## src/rtl/result_ascii_tx.sv

```systemverilog
// Converts a 16-bit ALU result to decimal ASCII (optional '-', digits, CR, LF)
// and streams it byte by byte over a valid/ready link to a UART transmitter.
module result_ascii_tx (
  input  logic        clk,
  input  logic        n_rst,
  input  logic        start,
  input  logic [15:0] value,
  input  logic        is_signed,
  output logic [7:0]  tx_data,
  output logic        tx_valid,
  input  logic        tx_ready,
  output logic        busy,
  output logic        done
);

  typedef enum logic [2:0] {IDLE, CONV, SIGN, DIGIT, CR, LF, FIN} state_t;

  state_t      state;
  logic        neg;
  logic [15:0] mag;
  logic [19:0] bcd;
  logic [4:0]  cnt;
  logic [2:0]  idx;
  logic [2:0]  first;
  logic        xfer;

  function automatic logic [19:0] dabble(input logic [19:0] b, input logic in);
    logic [19:0] t;
    t = b;
    for (int i = 0; i < 5; i++)
      if (t[4*i +: 4] >= 4'd5) t[4*i +: 4] = t[4*i +: 4] + 4'd3;
    return {t[18:0], in};
  endfunction

  function automatic logic [7:0] digit_char(input logic [19:0] b, input logic [2:0] i);
    logic [3:0] d;
    case (i)
      3'd0:    d = b[3:0];
      3'd1:    d = b[7:4];
      3'd2:    d = b[11:8];
      3'd3:    d = b[15:12];
      default: d = b[19:16];
    endcase
    return {4'h3, d};
  endfunction

  // Most significant nonzero digit; digit 0 is always sent even when all are zero.
  always_comb begin
    first = 3'd0;
    for (int i = 1; i < 5; i++)
      if (bcd[4*i +: 4] != 4'd0) first = 3'(i);
  end

  assign xfer = tx_valid & tx_ready;
  assign busy = (state != IDLE);

  always_ff @(posedge clk or posedge n_rst) begin
    if (n_rst) begin
      state    <= IDLE;
      neg      <= 1'b0;
      mag      <= '0;
      bcd      <= '0;
      cnt      <= 5'd16;
      idx      <= '0;
      tx_data  <= 8'h00;
      tx_valid <= 1'b0;
      done     <= 1'b0;
    end else begin
      done <= 1'b0;
      case (state)
        IDLE: if (start) begin
          neg   <= is_signed & value[15];
          mag   <= (is_signed & value[15]) ? (~value + 16'd1) : value;
          bcd   <= '0;
          cnt   <= 5'd16;
          state <= CONV;
        end
        CONV: begin
          bcd <= dabble(bcd, mag[15]);
          mag <= {mag[14:0], 1'b0};
          cnt <= cnt - 5'd1;
          if (cnt == 5'd1) state <= neg ? SIGN : DIGIT;
        end
        // SIGN and DIGIT spend one cycle loading the first byte; afterwards the
        // next byte is loaded on the transfer edge so bytes flow back to back.
        SIGN: begin
          if (!tx_valid) begin
            tx_valid <= 1'b1;
            tx_data  <= 8'h2D;
          end else if (tx_ready) begin
            state   <= DIGIT;
            idx     <= first;
            tx_data <= digit_char(bcd, first);
          end
        end
        DIGIT: begin
          if (!tx_valid) begin
            idx      <= first;
            tx_data  <= digit_char(bcd, first);
            tx_valid <= 1'b1;
          end else if (tx_ready) begin
            if (idx == 3'd0) begin
              state   <= CR;
              tx_data <= 8'h0D;
            end else begin
              idx     <= idx - 3'd1;
              tx_data <= digit_char(bcd, idx - 3'd1);
            end
          end
        end
        CR: if (xfer) begin
          state   <= LF;
          tx_data <= 8'h0A;
        end
        LF: if (xfer) begin
          state    <= FIN;
          tx_valid <= 1'b0;
          tx_data  <= 8'h00;
          done     <= 1'b1;
        end
        FIN:     state <= IDLE;
        default: state <= IDLE;
      endcase
    end
  end

endmodule

```

## config.mk

```make
export PLATFORM = sky130hd
export DESIGN_NAME = result_ascii_tx
export DESIGN_NICKNAME = d
export VERILOG_FILES = /design/src/rtl/result_ascii_tx.sv
export SDC_FILE = /design/constraint.sdc
export NUM_CORES = 1
export LEC_CHECK = 0
export CORE_MARGIN = 5
export CORE_UTILIZATION = 40
export DETAILED_ROUTE_END_ITERATION = 8
export PLACE_DENSITY = 0.58
export RECOVER_POWER = 100
export SYNTH_ARGS = -nofsm -noshare
export SYNTH_HDL_FRONTEND = slang
export SYNTH_SLANG_ARGS = --single-unit
```

## constraint.sdc

```tcl
create_clock -name clk -period 2.5 [get_ports clk]
set_input_delay 0.75 -clock clk [delete_from_list [all_inputs] [get_ports clk]]
set_output_delay 0.75 -clock clk [all_outputs]
set_load 0.1 [all_outputs]
```

After elaboration in Yosys (flattened, before gate mapping):

Cells that the tools add are included.

* input bits: 21
* register bits: 58

* equality and inequality tests: 24
* add/subtract/negate cells: 8
* reduce and logical (&&, ||, !) cells: 20
* mux-type cells: 47
* bitwise operators: 3
* $lt $le $gt $ge: 5

Operators by type and width (count)
* 2-to-1 mux 3 bit: 18
* 2-to-1 mux 8 bit: 6
* case mux 20 bit (2 select lines): 1
* 2-to-1 mux 16 bit: 2
* case mux 16 bit (2 select lines): 1
* case mux 4 bit (4 select lines): 2
* case mux 8 bit (4 select lines): 1
* greater-or-equal comparator 4 x 3 -> 1 bit, second input constant: 5
* 2-to-1 mux 20 bit: 1
* nonzero test 4 bit: 5
* equality test 3 x 2 -> 1 bit, second input constant: 6
* != test 2 bit, second input constant: 9
* case mux 3 bit (6 select lines): 1
* adder 16 x 1 -> 16 bit, second input constant: 1
* adder 4 x 2 -> 4 bit, second input constant: 4
* 2-to-1 mux 4 bit: 4
* NOT 16 bit: 1
* zero test 3 bit: 4
* case mux 5 bit (2 select lines): 1
* AND reduction 5 bit: 2
* equality test 3 x 1 -> 1 bit, second input constant: 3
* != test 3 bit, second input constant: 3
* AND reduction 9 bit: 1
* equality test 3 bit, second input constant: 2
* 14 further kinds: 23

Depth between registers and ports, before layout:

Gate-level depths: netlist of run 1.

* depth after elaboration: 10
* depth in mapped cells: 7
* mapped depth without buffers: 7

Least setup slack after synthesis of run 1:

Ideal clock, no wire load.

* path kind: register to register
* start point: register tx_valid
* end point: register tx_data[1]
* slack: 0.371 ns
* data arrival time: 2.029 ns
* data required time: 2.399 ns
* stages on the path, launching flop included: 7
* cells stage by stage: dfrtp_1 nand2_1 o22ai_2 buf_6 nor2_1 o22a_1 o32ai_1

* word-level cells in the longest chain between the ends: 3
* elaborated cells on any way between the ends: 9

Ends and longest elaborated chain
* from (decl): RTL line 10 `output logic tx_valid,`
* from (signal assigned): RTL line 66 `tx_valid <= 1'b0;`
* from (signal assigned): RTL line 88 `tx_valid <= 1'b1;`
* from (signal assigned): RTL line 100 `tx_valid <= 1'b1;`
* bitwise AND 1 bit: RTL line 54 `assign xfer = tx_valid & tx_ready;`
* != test 2 bit (no source line)
* AND reduction 5 bit (no source line)
* to (signal assigned): RTL line 93 `tx_data <= digit_char(bcd, first);`
* to (signal assigned): RTL line 99 `tx_data <= digit_char(bcd, first);`
* to (signal assigned): RTL line 107 `tx_data <= digit_char(bcd, idx - 3'd1);`
* to (decl): RTL line 9 `output logic [7:0] tx_data,`

Parallel ways exist; a longest one is shown, timed or not.
A chain may end at the register's enable or synchronous reset.

Worst setup path in the final report of run 1:

* start point: register bcd[12]
* end point: register tx_data[3]

* word-level cells in the longest chain between the ends: 8
* elaborated cells on any way between the ends: 12

Ends and longest elaborated chain
* from (decl): RTL line 21 `logic [19:0] bcd;`
* from (signal assigned): RTL line 79 `bcd <= dabble(bcd, mag[15]);`
* nonzero test 4 bit *: RTL line 51 `if (bcd[4*i +: 4] != 4'd0) first = 3'(i);`
* 2-to-1 mux 3 bit * (2 in series): RTL line 51
* equality test 3 x 2 -> 1 bit, or another cell as far along: RTL line 37 `case (i)`
* case mux 4 bit (4 select lines) *: RTL line 37
* 2-to-1 mux 8 bit: RTL line 90 `end else if (tx_ready) begin`
* 2-to-1 mux 8 bit: RTL line 87 `if (!tx_valid) begin`
* case mux 8 bit (4 select lines) *: RTL line 70 `case (state)`

Mark *: on every way between the ends. The rest lies on a longest branch, timed or not. The select of a mux whose other input is x is not followed.

==> results of run 1 <==
cells in the final DEF, fill, tap and decap left out, types with 11 or more instances in the layout:
| cell | count |
|---|---|
| dfrtp_1 | 55 |
| o21ai_0 | 53 |
| nor2_1 | 27 |
| a21oi_1 | 27 |
| inv_1 | 27 |
| nand2_1 | 26 |
| nand3_1 | 26 |
| ha_1 | 21 |
| clkdlybuf4s50_1 | 18 |
| xnor2_1 | 17 |
| a22oi_1 | 14 |
| nand2b_1 | 12 |
| clkbuf_2 | 12 |
| o31ai_1 | 11 |
| buf_4 | 11 |
how the worst max path moves through the flow:
stage	to	slack [ns]	depth (start not counted)
finish	tx_data[3]$_DFFE_PP0P_	0.21	7
global route	mag[14]$_DFFE_PP0P_	0.07	8
CTS	busy	0.22	3
detailed placement	mag[14]$_DFFE_PP0P_	-0.03	8
global placement	mag[11]$_DFFE_PP0P_	0.07	7
floorplan	tx_data[1]$_DFFE_PP0P_	0.37	6
state kept, by name, indices dropped and copies added, names as in the netlist:
signal    flops
tx_data       6
state         3
cnt           5
bcd          20
tx_valid      1
mag          16
idx           3
done          1
neg           1
kinds of logic (layout without fill, tap and decap cells):
group	count (synthesis)	after routing
AO/OA/AOI/OAI	152	152
AND/OR/NAND/NOR	132	132
other	1	2
buffers and inverters	51	84
flip-flops	56	56
adder cells (fa/ha/maj)	21	21
XOR/XNOR	23	23
cell type report:
type	instances	area, sq um	share of cell area, %
clock buffer	6	72.57	1.682
clock inverter	2	35.03	0.8118
inverter	28	105.1	2.435
multi-input combinational	330	2177	50.45
sequential	56	1403	32.50
tap	129	161.4	3.740
timing repair buffer	48	361.6	8.379
through the flow:
step	power, mW	utilization, %	cells
floorplan	4.513	-	437
global placement	5.366	46.66	591
detailed placement	5.421	46.66	591
CTS	6.058	47.82	599
global route	6.396	46.48	599
finish	5.842	46.48	599
routing by layer:
layer / part of all wire (%) / up-vias / track usage [%]
met1: 48 / 1630 / 23.77
met5: 0 / - / 0
met3: 3.3 / 10 / 2.627
met4: 1.4 / 0 / 3.877
met2: 47 / 65 / 27.75
li1: - / 1653 / -
power by group through the flow:
stage	clock [mW]	sequential [mW]	combinational, mW
floorplan	0	1.94	2.58
global placement	0	1.75	3.61
detailed placement	0	1.77	3.66
CTS	0.627	1.75	3.68
global route	0.673	1.81	3.91
finish	0.599	1.74	3.50
==> summary.txt, run 1 <==
Critical path
  • Crit-path leading delay family: compound AO/OA/AOI/OAI gates
  • Startpoint Class: flop
  • Buf+Inv Stages, Crit Path: 1
  • CP Max Fanout: 8
  • Critical path class: flop to flop
  • FF-to-FF End: tx_data[3]$_DFFE_PP0P_
  • Crit path largest cell delay: 0.46 ns
  • Crit path launch: bcd[12]$_DFFE_PP0P_
  • Reg2Reg Launch Point: bcd[12]$_DFFE_PP0P_
  • Slowest-stage cell, CP: dfrtp_1
  • Cell chain of the critical path: inv_1 -> ha_1 -> nor3b_2 -> o21ai_0 -> a41oi_1 -> o32ai_1 -> a221oi_2
  • R2r setup slk: 0.21 ns
  • Arrival time worst endpoint: 2.51 ns
  • Worst path required time: 2.73 ns
  • Worst reg-to-reg path cell count: 7
  • Nature of the critical path endpoint: flop

Placement
  • Placed Area: 4332 sq um
  • IO buf count: 29
  • DP HPWL: 6841 microns
  • Gpl congestion: 0.9047
  • Setup WS pre-CTS: -0.03356 ns

Layout
  • # fillers: 938
  • Final instance area: 4315 sq um
  • Layout area overhead: 12.46%
  • Final net count: 511
  • Ant. Diodes: 0
  • Layout cells sized above 1: 9.362%

Logic synthesis
  • Cells after Synth: 436
  • Ys flop type: dfrtp_1
  • Synth Area in Compound Gates: 25.76%
  • Top cells by area, synth: dfrtp_1 36%, ha_1 6.8%, o21ai_0 6.8%
  • Post-synth top area share: 35.87%
  • Avg Inst Size Synth: 8.801 sq um
  • Post-synthesis adder-cell area fraction: 6.847%
  • Xor/xnor share of the synthesized area: 5.249%
  • Ys async rst share: 100.0%
  • Largest family of logic cells by synthesized area: compound AO/OA/AOI/OAI gates
  • Post-synth top area cell: dfrtp_1
  • Synth Register Bits: 56
  • Post-synth EDFFs: 0
  • Netlist Area Pre-Place: 3837 sq um
  • Count leader, synth: dfrtp_1
  • Commonest cells in the synthesized netlist: 55 x dfrtp_1, 52 x o21ai_0, 28 x inv_1
  • Sequential element share of the synthesized area: 36.55%
  • Post-synthesis mux area share: 0%
  • Synth unique cells: 61
  • Synth warn: 0
  • Simple-gate share of the synthesized area: 19.33%

Die
  • Vert. Die Dim: 107.9 microns
  • Core Area: 9284 sq um
  • Total die area: 11650 sq um
  • Row count: 35
  • Initial Util: 41.33%
  • Die X: 107.9 microns
  • IO Count: 32

Min path
  • End of the worst hold path: cnt[3]$_DFFE_PP0P_
  • Hold_sp: cnt[3]$_DFFE_PP0P_
  • Hold Path Class: flop to flop
  • Hold Path Cell Cnt: 1

Drt
  • Routed Wire Length: 9268 microns
  • Initial DRC Count: 178
  • Routed Antenna Nets: 0
  • Drt pass-1 iters: 5
  • Vias/cell: 5.606
  • Drt drc: 0
  • Via count: 3358
  • Routed len/inst: 15.47 microns

CTS
  • Root buf cell: clkbuf_8
  • Worst skew pair latency: 0.32 ns
  • Cts bufs inserted: 5
  • Hold Buf Count CTS: 0
  • CTS tree: built
  • CTS H-tree depth: 2
  • CTS resizes: 0
  • Max clock buf depth: 2
  • Post-CTS Setup Inserts: 0
  • CTS Sinks: 56
  • CTS clock-pin slew for the worst setup and hold paths: 0.10 ns

Outcome
  • Status: complete, no violations

GRT
  • GRT Overall Usage: 16.99%
  • Vias in the first global route: 3240
  • Pin count of the biggest net entering global routing: 57
  • First-pass GRT wire length: 16170 microns
  • Total gr overflow: 0
  • Initial antenna violation count: 0

STA
  • Setup WS post-layout: 0.2135 ns
  • Fin. max-slew vios: 0
  • Tcrit/Tclk final: 91.46%
  • Unrepaired setup endpoints after global routing: false
  • Fmax: 437.3 MHz
  • Worst slew pin tran: 1.384 ns
  • Hold Vio Cnt, Final: 0
  • Layout Skew: 0.01283 ns
  • Final Setup Violations: 0
  • Crit path time final: 2.287 ns
  • Setup TNS Final: 0 ns
  • Rel. slew slack: 7.745%
  • Worst Hold Slack: 0.4946 ns

Pwr
  • VDD IR max: 0.4459 mV
  • Sequential share of power: 29.9%
  • Switching Share: 51.33%
  • Static Leak: 1.772 nW
  • Clk network pwr share: 10.3%
  • Power share of the combinational group: 59.9%
  • Pint: 2.843 mW
  • Pwr dens: 1354 nW/um^2
  • Switching power: 2.998 mW

Run
  • Maxcap violations: 0
Note: power is estimated with default switching activity, not from simulation.
==> run 2, diff against run 1 <==
--- a/config.mk
+++ b/config.mk
@@ -7,6 +7,7 @@
 export LEC_CHECK = 0
 export CORE_MARGIN = 5
 export CORE_UTILIZATION = 40
+export CTS_CLUSTER_SIZE = 30
 export DETAILED_ROUTE_END_ITERATION = 8
 export PLACE_DENSITY = 0.58
 export RECOVER_POWER = 100
==> constraint.sdc (replaced) <==
create_clock -name clk -period 2.5 [get_ports clk]
set_input_delay 0.5 -clock clk [delete_from_list [all_inputs] [get_ports clk]]
set_output_delay 0.5 -clock clk [all_outputs]
set_load 0.1 [all_outputs]
==> run 2 against run 1 <==
  * Fmax up 2.9%
  * Clock-buffer cell count did not move
  * Critical path type unchanged
  * Sequential power hardly changed
  * Non-clock buffer count down 13
  * Largest power group unchanged
  * Via count is 1.8% lower
  * Wire length shrank 2.0%
  * Global-route usage fell by 0.77 points
==> summary.txt, run 2 (synthesis results as in run 1) <==
Drt
  • Routed len/inst: 15.50 microns (+0.16%)
  • Initial DRC Count: 184 (+3.4%)
  • Vias/cell: 5.625 (+0.33%)
  • Routed Wire Length: 9081 microns (-2.0%)
  • Drt drc: 0 (unchanged)
  • Via count: 3296 (-1.8%)
  • Routed Antenna Nets: 0 (unchanged)
  • Drt pass-1 iters: 4 (-1)

CTS
  • CTS H-tree depth: 2 (unchanged)
  • CTS tree: built
  • Max clock buf depth: 2 (unchanged)
  • Cts bufs inserted: 5 (unchanged)
  • Post-CTS Setup Inserts: 0 (unchanged)
  • Root buf cell: clkbuf_8
  • Worst skew pair latency: 0.32 ns (about the same)
  • CTS Sinks: 56 (unchanged)
  • CTS clock-pin slew for the worst setup and hold paths: 0.11 ns (about the same)
  • CTS resizes: 0 (unchanged)
  • Hold Buf Count CTS: 0 (unchanged)

Layout
  • Final net count: 498 (-2.5%)
  • Commonest non-fill, non-tap cell in the layout: dfrtp_1
  • Largest register FFs: 20 (unchanged)
  • Layout cells sized above 1: 6.127% (-3.2 points)
  • Ant. Diodes: 0 (unchanged)
  • Top flop regs: bcd: 20 flops, mag: 16 flops, tx_data: 6 flops
  • Layout area overhead: 10.11%
  • Most frequent cells in the layout: 55 x dfrtp_1, 53 x o21ai_0, 28 x inv_1, 27 x nor2_1, 27 x a21oi_1
  • Final instance area: 4225 sq um (-2.1%)
  • Top reg by flops: bcd

STA
  • Tcrit/Tclk final: 88.86% (-2.6 points)
  • Fmax: 450.1 MHz (+2.9%)
  • Worst slew pin tran: 1.166 ns (-0.2177 ns)
  • Layout Skew: 0.009114 ns (-0.003716 ns)
  • Rel. slew slack: 22.59% (+15 points)
  • Crit path time final: 2.222 ns (-0.06494 ns)
  • Setup TNS Final: 0 ns (unchanged)
  • Unrepaired setup endpoints after global routing: false
  • Fin. max-slew vios: 0 (unchanged)
  • Final Setup Violations: 0 (unchanged)
  • Hold Vio Cnt, Final: 0 (unchanged)

Pwr
  • Switching power: 3.003 mW (+0.15%)
  • Switching Share: 52.49% (+1.2 points)
  • VDD IR max: 0.4914 mV (+10%)
  • Final Power: 5.720 mW (-2.1%)
  • Pwr dens: 1354 nW/um^2 (about the same)
  • Clk network pwr share: 8.9% (-1.4 points)
  • Pint: 2.717 mW (-4.4%)
  • Sequential share of power: 30.8% (+0.9 points)
  • Power share of the combinational group: 60.4% (+0.5 points)
  • Static Leak: 1.698 nW (-4.2%)

GRT
  • Initial antenna violation count: 0 (unchanged)
  • GRT busiest layer: met2
  • Met1 global-route usage: 22.81% (-0.96 points)
  • Pin count of the biggest net entering global routing: 38 (-33%)
  • Total gr overflow: 0 (unchanged)
  • Vias in the first global route: 3121 (-3.7%)
  • Met3 Use GR: 2.448% (-0.18 points)
  • First-pass GRT wire length: 15480 microns (-4.3%)
  • GRT Overall Usage: 16.22% (-0.77 points)
  • GR Layer Usage met2: 26.24% (-1.5 points)

Critical path
  • CP Max Fanout: 7 (-1)
  • Nature of the critical path endpoint: flop
  • Worst path required time: 2.72 ns (about the same)
  • Critical path class: flop to flop
  • Arrival time worst endpoint: 2.44 ns (-0.07 ns)
  • Startpoint Class: flop

Die
  • Die X: 107.9 microns (unchanged)
  • Core Area: 9284 sq um (unchanged)
  • Total die area: 11650 sq um (unchanged)
  • Row count: 35 (unchanged)
  • Vert. Die Dim: 107.9 microns (unchanged)
  • Initial Util: 41.33% (unchanged)
  • IO Count: 32 (unchanged)

Placement
  • IO buf count: 29 (unchanged)
  • Gpl congestion: 0.8977 (-0.77%)
  • DP HPWL: 6784 microns (-0.83%)
  • Placed Area: 4209 sq um (-2.8%)

Outcome
  • Status: complete, no violations

Run
  • Maxcap violations: 0 (unchanged)

Min path
  • Hold Path Class: flop to flop
## run 2: worst paths after layout
check / from / endpoint / slack (ns) / cells after the start
worst max-delay path: idx[0]$_DFFE_PP0P_ / state[0]$_DFFE_PP0P_ / 0.28 / 7
worst min-delay path: mag[15]$_DFFE_PP0P_ / bcd[0]$_DFFE_PP0P_ / 0.49 / 2
worst max register to register: idx[0]$_DFFE_PP0P_ / state[0]$_DFFE_PP0P_ / 0.28 / 7
worst min register to register: mag[15]$_DFFE_PP0P_ / bcd[0]$_DFFE_PP0P_ / 0.49 / 2
max in group asynchronous: n_rst / cnt[4]$_DFFE_PP1P_ / 0.99 / 3
min in group asynchronous: n_rst / state[0]$_DFFE_PP0P_ / 0.77 / 2
## run 2: per-stage QoR
step           hold WS [ns]  instances  setup slack [ns]  utilization, %
2_1_floorplan        0.4451        437            0.3707               -
3_3_place_gp         0.4648        578            0.2641           45.34
3_5_place_dp         0.4718        578            0.2405           45.34
4_1_cts              0.4890        586            0.3774           46.29
5_1_grt              0.5322        586           0.08922           45.51
6_report             0.4922        586            0.2784           45.51
## run 2: worst max-delay path, cell delays in order (launching register included)
cell      delay, ns
dfrtp_1        0.42
inv_1          0.14
ha_1           0.35
nand2b_1       0.20
a211oi_1       0.29
nor3_1         0.11
or2_0          0.31
a211o_1        0.31
## run 2: cell type report
type	count	area (sq um)
multi-input cells	330	2176
inverters	28	105.1
flip-flops and latches	56	1403
well taps	129	161.4
fillers	979	5059
clock inverters	2	16.27
repair buffers	35	291.5
clock buffers	6	72.57
## run 2: power by group through the flow
stage / logic (mW) / registers, mW / clock network [mW]
finish: 3.45 / 1.76 / 0.508
CTS: 3.57 / 1.77 / 0.535
global route: 3.86 / 1.83 / 0.565
detailed placement: 3.56 / 1.78 / 0
global placement: 3.50 / 1.77 / 0
floorplan: 2.58 / 1.94 / 0
## run 2: per-layer routing
metal  wire length, microns  vias up  share of wire (%)
li1                       -     1626                  -
met1                   4429     1606                 49
met2                   4213       52                 46
met3                    322       12                3.5
met4                    115        0                1.3
met5                      0        -                  0
==> run 3, diff against run 2 <==
--- a/config.mk
+++ b/config.mk
@@ -6,11 +6,13 @@
 export NUM_CORES = 1
 export LEC_CHECK = 0
 export CORE_MARGIN = 5
-export CORE_UTILIZATION = 40
+export CORE_UTILIZATION = 59
 export CTS_CLUSTER_SIZE = 30
 export DETAILED_ROUTE_END_ITERATION = 8
-export PLACE_DENSITY = 0.58
+export GPL_ROUTABILITY_DRIVEN = 0
+export PLACE_DENSITY = 0.8
 export RECOVER_POWER = 100
+export SLEW_MARGIN = 5
 export SYNTH_ARGS = -nofsm -noshare
 export SYNTH_HDL_FRONTEND = slang
 export SYNTH_SLANG_ARGS = --single-unit
==> run 3 against run 2 <==
  * Final cell count is 8.9% lower
  * Wire length shrank 0.26%
  * Via count increased by 4.7%
  * Critical path type unchanged
  * Largest cell class unchanged
==> summary.txt, run 3 (synthesis results as in run 1) <==
STA
  • Tcrit/Tclk final: 88.09% (-0.78 points)
  • Worst slew pin tran: 1.384 ns (+0.2180 ns)
  • Setup WS post-layout: 0.2978 ns (+0.01942 ns)
  • Unrepaired setup endpoints after global routing: false
  • Final Setup Violations: 0 (unchanged)
  • Layout Skew: 0.01231 ns (+0.003199 ns)
  • Crit path time final: 2.202 ns (-0.01942 ns)
  • Rel. slew slack: 7.725% (-15 points)
  • Fmax: 454.1 MHz (+0.88%)
  • Fin. max-slew vios: 0 (unchanged)
  • Hold Vio Cnt, Final: 0 (unchanged)
  • Worst Hold Slack: 0.5024 ns (+0.01017 ns)
  • Setup TNS Final: 0 ns (unchanged)

GRT
  • First-pass GRT wire length: 15480 microns (unchanged)
  • GRT Overall Usage: 22.23% (+6.0 points)
  • Vias in the first global route: 3329 (+6.7%)
  • Initial antenna violation count: 0 (unchanged)
  • Pin count of the biggest net entering global routing: 57 (+50%)
  • Total gr overflow: 0 (unchanged)

Critical path
  • Reg2Reg Launch Point: bcd[12]$_DFFE_PP0P_
  • End of the critical path: tx_data[3]$_DFFE_PP0P_
  • FF-to-FF End: tx_data[3]$_DFFE_PP0P_
  • Crit path launch: bcd[12]$_DFFE_PP0P_
  • R2r setup slk: 0.30 ns (+0.02 ns)
  • CP Max Fanout: 8 (+1)
  • Worst path required time: 2.73 ns (about the same)
  • Nature of the critical path endpoint: flop
  • Startpoint Class: flop
  • Arrival time worst endpoint: 2.43 ns (about the same)
  • Worst reg-to-reg path cell count: 7 (unchanged)
  • Critical path class: flop to flop

Layout
  • Commonest non-fill, non-tap cell in the layout: dfrtp_1
  • Most frequent cells in the layout: 55 x dfrtp_1, 53 x o21ai_0, 28 x nor2_1, 27 x a21oi_1, 27 x inv_1
  • Largest register FFs: 20 (unchanged)
  • Ant. Diodes: 0 (unchanged)
  • Layout cells sized above 1: 5.689% (-0.44 points)
  • Top reg by flops: bcd
  • Final net count: 498 (unchanged)
  • Top flop regs: bcd: 20 flops, mag: 16 flops, tx_data: 6 flops
  • Layout area overhead: 8.021%

Die
  • Vert. Die Dim: 90.65 microns (-16%)
  • IO Count: 32 (unchanged)
  • Core Area: 6350 sq um (-32%)
  • Total die area: 8217 sq um (-29%)
  • Die X: 90.65 microns (-16%)
  • Initial Util: 60.43% (+19 points)
  • Row count: 29 (-17%)

CTS
  • Cts bufs inserted: 5 (unchanged)
  • Worst skew pair latency: 0.31 ns (about the same)
  • CTS resizes: 0 (unchanged)
  • Post-CTS Setup Inserts: 0 (unchanged)
  • CTS tree: built
  • CTS H-tree depth: 2 (unchanged)
  • Max clock buf depth: 2 (unchanged)
  • Root buf cell: clkbuf_8
  • Hold Buf Count CTS: 0 (unchanged)
  • CTS Sinks: 56 (unchanged)
  • CTS clock-pin slew for the worst setup and hold paths: 0.10 ns (about the same)

Drt
  • Routed Wire Length: 9057 microns (-0.26%)
  • Initial DRC Count: 265 (+44%)
  • Drt pass-1 iters: 5 (+1)
  • Drt drc: 0 (unchanged)
  • Routed len/inst: 16.96 microns (+9.4%)
  • Via count: 3450 (+4.7%)
  • Routed Antenna Nets: 0 (unchanged)
  • Vias/cell: 6.461 (+15%)

Min path
  • Hold_sp: mag[15]$_DFFE_PP0P_
  • Hold Path Class: flop to flop

Placement
  • IO buf count: 29 (unchanged)
  • DP HPWL: 6548 microns (-3.5%)
  • Setup WS pre-CTS: 0.1653 ns (-0.07520 ns)

Run
  • Maxcap violations: 0 (unchanged)

Pwr
  • Pwr dens: 1380 nW/um^2 (+1.9%)
  • VDD IR max: 1.013 mV (+110%)
  • Static Leak: 1.695 nW (-0.18%)

Outcome
  • Status: complete, no violations
## run 3: cell type report
type | count | area [sq um]
clock buffer | 6 | 72.57
clock inverter | 2 | 13.76
fill | 552 | 2205
inverter | 28 | 105.1
multi-input combinational | 330 | 2166
sequential | 56 | 1403
tap | 77 | 96.34
timing repair buffer | 35 | 289.0
## run 3: per-stage QoR
step	util (%)	instance area [sq um]	total power [mW]	std cells
after floorplan	-	3841	4.513	437
after global placement	65.26	4144	5.157	526
after CTS	66.62	4230	5.817	534
final	65.28	4145	5.719	534
after global routing	65.28	4145	6.201	534
after detailed placement	65.26	4144	5.303	526
## run 3: where the power goes
group	switching [mW]	internal [mW]	total, mW
Combinational	2.24	1.21	3.45
Sequential	0.477	1.30	1.77
Clock	0.297	0.201	0.498
Total	3.01	2.70	5.72
## run 3: worst min path at each step
stage	endpoint	slack (ns)	cells after the start
final	bcd[0]$_DFFE_PP0P_	0.50	2
after global routing	bcd[0]$_DFFE_PP0P_	0.54	2
after CTS	cnt[3]$_DFFE_PP0P_	0.49	1
after detailed placement	cnt[3]$_DFFE_PP0P_	0.48	1
after global placement	cnt[3]$_DFFE_PP0P_	0.47	1
after floorplan	cnt[3]$_DFFE_PP0P_	0.45	1
## run 3: worst max-delay path, cell delays in order, from the launching register on
cell and delay (ns):
dfrtp_1 0.46, inv_1 0.12, ha_1 0.25, nor3b_4 0.34, o21ai_0 0.18, a41oi_1 0.35, o32ai_1 0.19, a221oi_2 0.25
## run 3: routing by layer
metal	up-vias	GRT usage (%)	wire, microns
met3	27	4.083	637
met4	0	8.561	217
li1	1630	-	-
met2	150	34.62	4228
met1	1643	30.57	3973
met5	-	0	0
